<file path="config.mk">
export PLATFORM = sky130hd
export DESIGN_NAME = regfile_writeback_ctrl
export DESIGN_NICKNAME = d
export VERILOG_FILES = /design/src/rtl/regfile_writeback_ctrl.sv
export SDC_FILE = /design/constraint.sdc
export NUM_CORES = 1
export LEC_CHECK = 0
export BUFFER_PORTS_ARGS = -buffer_cell sky130_fd_sc_hd__clkbuf_2
export CORE_MARGIN = 3
export CORE_UTILIZATION = 45
export CTS_CLUSTER_SIZE = 10
export DETAILED_ROUTE_END_ITERATION = 8
export MAX_ROUTING_LAYER = met4
export SLEW_MARGIN = 10
export SYNTH_ARGS = -nofsm -noshare
export SYNTH_HDL_FRONTEND = slang
export SYNTH_SLANG_ARGS = --single-unit
</file>
<file path="constraint.sdc">
create_clock -name clk -period 6.57 [get_ports clk]
set_input_delay 0.9855 -clock clk [delete_from_list [all_inputs] [get_ports clk]]
set_output_delay 0.9855 -clock clk [all_outputs]
set_load 0.005 [all_outputs]
</file>
<file path="src/rtl/regfile_writeback_ctrl.sv">
// Write-side master for the register file: zero-fills all registers after reset,
// then drains a small in-order FIFO of ALU/load results, one write per cycle.
// Also answers forwarding queries over queued and in-flight writes.
module regfile_writeback_ctrl #(
  parameter int DEPTH    = 4,
  parameter int NUM_REGS = 32,
  parameter int DROP_R0  = 1
) (
  input  logic        clk,
  input  logic        reset,
  input  logic        alu_valid,
  input  logic [4:0]  alu_rd,
  input  logic [31:0] alu_data,
  output logic        alu_ready,
  input  logic        mem_valid,
  input  logic [4:0]  mem_rd,
  input  logic [31:0] mem_data,
  output logic        mem_ready,
  input  logic        hold,
  output logic [4:0]  write_reg,
  output logic        regWrite,
  output logic [31:0] writeData,
  input  logic [4:0]  query_reg,
  output logic        query_hit,
  output logic [31:0] query_data,
  output logic        init_done,
  output logic        busy
);

  localparam int PW = $clog2(DEPTH);
  localparam int CW = PW + 1;

  typedef enum logic {S_INIT, S_RUN} state_t;

  state_t       r_state;
  state_t       w_state_nxt;
  logic [4:0]   r_cnt;
  logic         r_init_done;
  logic         r_reg_write;
  logic [4:0]   r_write_reg;
  logic [31:0]  r_write_data;

  logic [4:0]   r_fifo_rd   [DEPTH];
  logic [31:0]  r_fifo_data [DEPTH];
  logic [PW-1:0] r_wptr;
  logic [PW-1:0] r_rptr;
  logic [CW-1:0] r_count;

  logic         w_in_init;
  logic         w_init_last;
  logic         w_full;
  logic         w_empty;
  logic         w_mem_acc;
  logic         w_alu_acc;
  logic [4:0]   w_acc_rd;
  logic [31:0]  w_acc_data;
  logic         w_push;
  logic         w_pop;
  logic         w_query_hit;
  logic [31:0]  w_query_data;
  logic [PW-1:0] w_idx;

  // State register: INIT restarts on every reset.
  always_ff @(posedge clk or posedge reset) begin
    if (reset) r_state <= S_INIT;
    else       r_state <= w_state_nxt;
  end

  // Next state: leave INIT after the last zero-fill write is issued.
  always_comb begin
    w_state_nxt = r_state;
    if (r_state == S_INIT && w_init_last) w_state_nxt = S_RUN;
  end

  // Control decodes: accept/issue handshakes; mem results win over ALU results.
  always_comb begin
    w_in_init   = (r_state == S_INIT);
    w_init_last = (r_cnt == 5'(NUM_REGS - 1));
    w_full      = (r_count == CW'(DEPTH));
    w_empty     = (r_count == '0);
    mem_ready   = r_init_done && !w_full;
    alu_ready   = r_init_done && !w_full && !mem_valid;
    w_mem_acc   = mem_valid && mem_ready;
    w_alu_acc   = alu_valid && alu_ready;
    w_acc_rd    = w_mem_acc ? mem_rd   : alu_rd;
    w_acc_data  = w_mem_acc ? mem_data : alu_data;
    // Writes to r0 finish their handshake but never reach the FIFO.
    w_push      = (w_mem_acc || w_alu_acc) && !((DROP_R0 != 0) && (w_acc_rd == 5'd0));
    w_pop       = (r_state == S_RUN) && !hold && !w_empty;
  end

  // Zero-fill address counter, only advances during INIT.
  always_ff @(posedge clk or posedge reset) begin
    if (reset)          r_cnt <= '0;
    else if (w_in_init) r_cnt <= r_cnt + 5'd1;
  end

  // init_done rises on the same edge as the final zero-fill write.
  always_ff @(posedge clk or posedge reset) begin
    if (reset)                          r_init_done <= 1'b0;
    else if (w_in_init && w_init_last)  r_init_done <= 1'b1;
  end

  // Registered write port: zero-fill in INIT, FIFO head in RUN; address/data hold when idle.
  always_ff @(posedge clk or posedge reset) begin
    if (reset) begin
      r_reg_write  <= 1'b0;
      r_write_reg  <= '0;
      r_write_data <= '0;
    end else if (w_in_init) begin
      r_reg_write  <= 1'b1;
      r_write_reg  <= r_cnt;
      r_write_data <= '0;
    end else if (w_pop) begin
      r_reg_write  <= 1'b1;
      r_write_reg  <= r_fifo_rd[r_rptr];
      r_write_data <= r_fifo_data[r_rptr];
    end else begin
      r_reg_write  <= 1'b0;
    end
  end

  // FIFO storage; contents need no reset since the count gates visibility.
  always_ff @(posedge clk) begin
    if (w_push) begin
      r_fifo_rd[r_wptr]   <= w_acc_rd;
      r_fifo_data[r_wptr] <= w_acc_data;
    end
  end

  // FIFO pointers and occupancy; pointers wrap naturally at DEPTH.
  always_ff @(posedge clk or posedge reset) begin
    if (reset) begin
      r_wptr  <= '0;
      r_rptr  <= '0;
      r_count <= '0;
    end else begin
      if (w_push) r_wptr <= r_wptr + PW'(1);
      if (w_pop)  r_rptr <= r_rptr + PW'(1);
      if (w_push && !w_pop)      r_count <= r_count + CW'(1);
      else if (!w_push && w_pop) r_count <= r_count - CW'(1);
    end
  end

  // Forwarding: scan oldest to youngest (in-flight write, then head..tail) so the last match wins.
  always_comb begin
    w_query_hit  = 1'b0;
    w_query_data = '0;
    w_idx        = '0;
    if (r_reg_write && r_write_reg == query_reg) begin
      w_query_hit  = 1'b1;
      w_query_data = r_write_data;
    end
    for (int i = 0; i < DEPTH; i++) begin
      w_idx = r_rptr + PW'(i);
      if (CW'(i) < r_count && r_fifo_rd[w_idx] == query_reg) begin
        w_query_hit  = 1'b1;
        w_query_data = r_fifo_data[w_idx];
      end
    end
  end

  assign write_reg  = r_write_reg;
  assign regWrite   = r_reg_write;
  assign writeData  = r_write_data;
  assign init_done  = r_init_done;
  assign query_hit  = w_query_hit;
  assign query_data = w_query_data;
  assign busy       = (r_state == S_INIT) || !w_empty || r_reg_write;

endmodule

</file>
==> results.json <==
{
  "hold_class": "flip-flop to flip-flop",
  "worst_r2r_startpoint": "r_count[2]",
  "tns_ns": 0,
  "synth_edf_count": 148,
  "worstPathRequired_ns": 5.58,
  "async_flop_share": 0.256,
  "max-vdd-ir-drop_mv": 0.270,
  "final_core_util": 0.520,
  "rows": 60,
  "fin_skew_ns": 0.0159,
  "synth_seq_cells": 199,
  "place_ws_ns": 1.29,
  "clk_latency_ns": 0.44,
  "postCtsSetupBuffers": 0,
  "num-fill-cells": 2434,
  "p_leak_nw": 5.33,
  "grt_pass1_wl_um": 56000,
  "synthTopCellsByArea": "edfxtp_1, dfrtp_1, mux2_2",
  "antenna_found_initial": 0,
  "gp_congestion": 0.834,
  "cts_tree": "done",
  "htree_levels": 4,
  "arrival_ns": 4.75,
  "die_h_um": 173,
  "max_stage_delay_ns": 0.81,
  "area_delta_synth_final_pct": 12.3,
  "critPathCaptureType": "output port",
  "yosysSeqAreaShare": 0.455,
  "power_w": 0.00700,
  "layout_min_cycle_time_ns": 5.73,
  "synth.top_cell.area_share": 0.353,
  "dr.pass1.iters": 6,
  "path_cells": "buf_4, mux4_2, xor2_1, nor4_1, and2_1, buf_4, a311oi_1, o32ai_1, clkbuf_2",
  "avgSynthCellArea_um2": 11.1,
  "final_hold_viol_count": 0,
  "crit_top_cell": "buf_4",
  "critical-path-slowest-cell": "dfrtp_4",
  "grt_use_met1": 0.327,
  "drtAntennaViolNets": 0,
  "grtUsageTotal": 0.242,
  "routed_via_density": 6.20,
  "wire_per_inst_um": 22.2,
  "fmax_mhz": 174,
  "busiest_layer": "met2",
  "io_buffer_count": 158,
  "start_util": 0.463,
  "synth_top_area_cell": "edfxtp_1",
  "gr-total-overflow": 0,
  "grtUsageMet2": 0.376,
  "top_register": "r_fifo_data",
  "grt_max_degree": 79,
  "diodes": 0,
  "layout.nets": 1307,
  "largest_reg_flops": 128,
  "cts_resized": 0,
  "syn_area_um2": 12600,
  "clkTransAtPathRegs_ns": 0.07,
  "num_vias": 9905,
  "outcome": "finished, final reports clean",
  "io_pins": 159,
  "synth_cell_types": 52,
  "cts_inserted_buffers": 17,
  "wl_um": 35500,
  "synth_flop_cell": "edfxtp_1",
  "ys_warn_count": 0,
  "hold_buffers": 0,
  "setup_violations": 0,
  "hpwl_um": 21000,
  "min_from": "r_cnt[3]",
  "grt_pass1_vias": 9916,
  "synth_nets": 1229,
  "setup.worst_path.start_class": "flip-flop",
  "hold_slack_ns": 0.508,
  "clock_path_buffers": 2,
  "drt-initial-drc-count": 880,
  "crit_path_max_fanout": 45,
  "cp-startpoint": "r_rptr[1]",
  "clock-sinks": 199,
  "drive_gt1_frac": 0.287,
  "fp.dieArea_um2": 30000,
  "slew_headroom": 0.249,
  "drv_slew": 0,
  "use_met3": 0.0375,
  "rsz0062_at_grt": "false",
  "core_um2": 27200,
  "route.detailed.drc": 0,
  "root_buffer": "clkbuf_16",
  "layout_worst_path_cycle_share": 0.873,
  "criticalPathCategory": "flip-flop to output port",
  "p_per_area_nw_per_um2": 496,
  "cap_violations": 0,
  "syn_inst": 1134,
  "worst_pin_slew_ns": 1.13,
  "die_x_um": 173,
  "worst_slack_ns": 0.836
}
-- report_power, final --
group	total [W]	leakage (nW)	switching [W]	internal [W]
Clock	0.00107	0.278	0.000472	0.000597
Sequential	0.00224	1.99	0.000376	0.00186
Combinational	0.00369	3.07	0.00224	0.00146
-- worst max-delay path: cells and delay by family, from the launching register on --
family,cells,cell delay [ns]
AND/OR/NAND/NOR,2,1.17
buffers and inverters,3,1.22
multiplexers,1,0.41
AO/OA/AOI/OAI,2,0.52
flip-flops,1,0.81
XOR/XNOR,1,0.15
-- Yosys cell counts, drive strengths merged, types with 9 or more instances --
library cell    n
a21oi          22
a311o          24
a311oi         71
buf            51
clkbuf         72
dfrtp          51
edfxtp        148
ha             11
inv            52
mux2          103
mux2i          91
mux4           15
nand2          82
nand3          54
nor2            9
nor3           48
nor4b          49
o21ai          67
o221ai         17
o2bb2ai        12
o32ai          20
xnor2          16
xor2           16
-- layout make-up --
class,instances,area [um^2],share of cell area
Multi-Input combinational cell,760,6180,0.438
Timing Repair Buffer,182,971,0.0687
Inverter,52,195,0.0138
Tap cell,372,465,0.0329
Clock buffer,19,433,0.0306
Sequential cell,199,5730,0.405
Clock inverter,13,153,0.0108
-- path summary, 6_finish.rpt --
path | end | slack, ns | depth (start not counted)
min in group asynchronous | write_reg[4] | 0.75 | 3
setup reg to reg | r_fifo_data[3][31] | 1.82 | 7
hold / removal | r_cnt[3] | 0.51 | 1
max in group asynchronous | r_rptr[0] | 5.23 | 3
hold reg to reg | r_cnt[3] | 0.51 | 1
setup / recovery | query_data[8] | 0.84 | 9
-- cell usage in the layout (no fill, tap or decap), types with 4 or more instances in the layout --
| cell type | n |
|---|---|
| a21oi_1 | 21 |
| a311o_1 | 24 |
| a311oi_1 | 71 |
| buf_4 | 24 |
| clkbuf_16 | 17 |
| clkbuf_2 | 158 |
| clkinv_1 | 4 |
| dfrtp_1 | 48 |
| edfxtp_1 | 148 |
| ha_1 | 11 |
| inv_1 | 50 |
| mux2_2 | 103 |
| mux2i_1 | 91 |
| mux4_2 | 15 |
| nand2_1 | 79 |
| nand3_1 | 54 |
| nor2_1 | 4 |
| nor2_4 | 4 |
| nor2b_1 | 4 |
| nor3_1 | 48 |
| nor4b_1 | 49 |
| o21ai_0 | 65 |
| o221ai_1 | 16 |
| o2bb2ai_1 | 12 |
| o32ai_1 | 20 |
| xnor2_1 | 15 |
| xor2_1 | 16 |
-- layer usage --
| layer | up-vias | wire length (um) |
|---|---|---|
| met2 | 433 | 16700 |
| met5 | - | 0 |
| met1 | 4853 | 15800 |
| li1 | 4565 | - |
| met4 | 0 | 742 |
| met3 | 54 | 2250 |
-- per-stage QoR --
| step | area [um^2] | cells |
|---|---|---|
| final | 14100 | 1597 |
| after global routing | 14100 | 1597 |
| after CTS | 14100 | 1597 |
| after detailed placement | 13500 | 1565 |
| after global placement | 13500 | 1565 |
| after floorplan | 12600 | 1134 |
-- kinds of logic (layout without fill, tap and decap cells) --
logic type	count (synthesis)	in the layout	synth area share
xor gates and xnor gates	32	32	0.0238
and+or+nand+nor	267	267	0.115
adders and majority gates	11	11	0.0109
DFF	199	199	0.455
muxes	209	209	0.191
buffers and inverters	175	266	0.0595
AOI/OAI and AO/OA	241	241	0.144
Power figures use the tool's default switching activity.
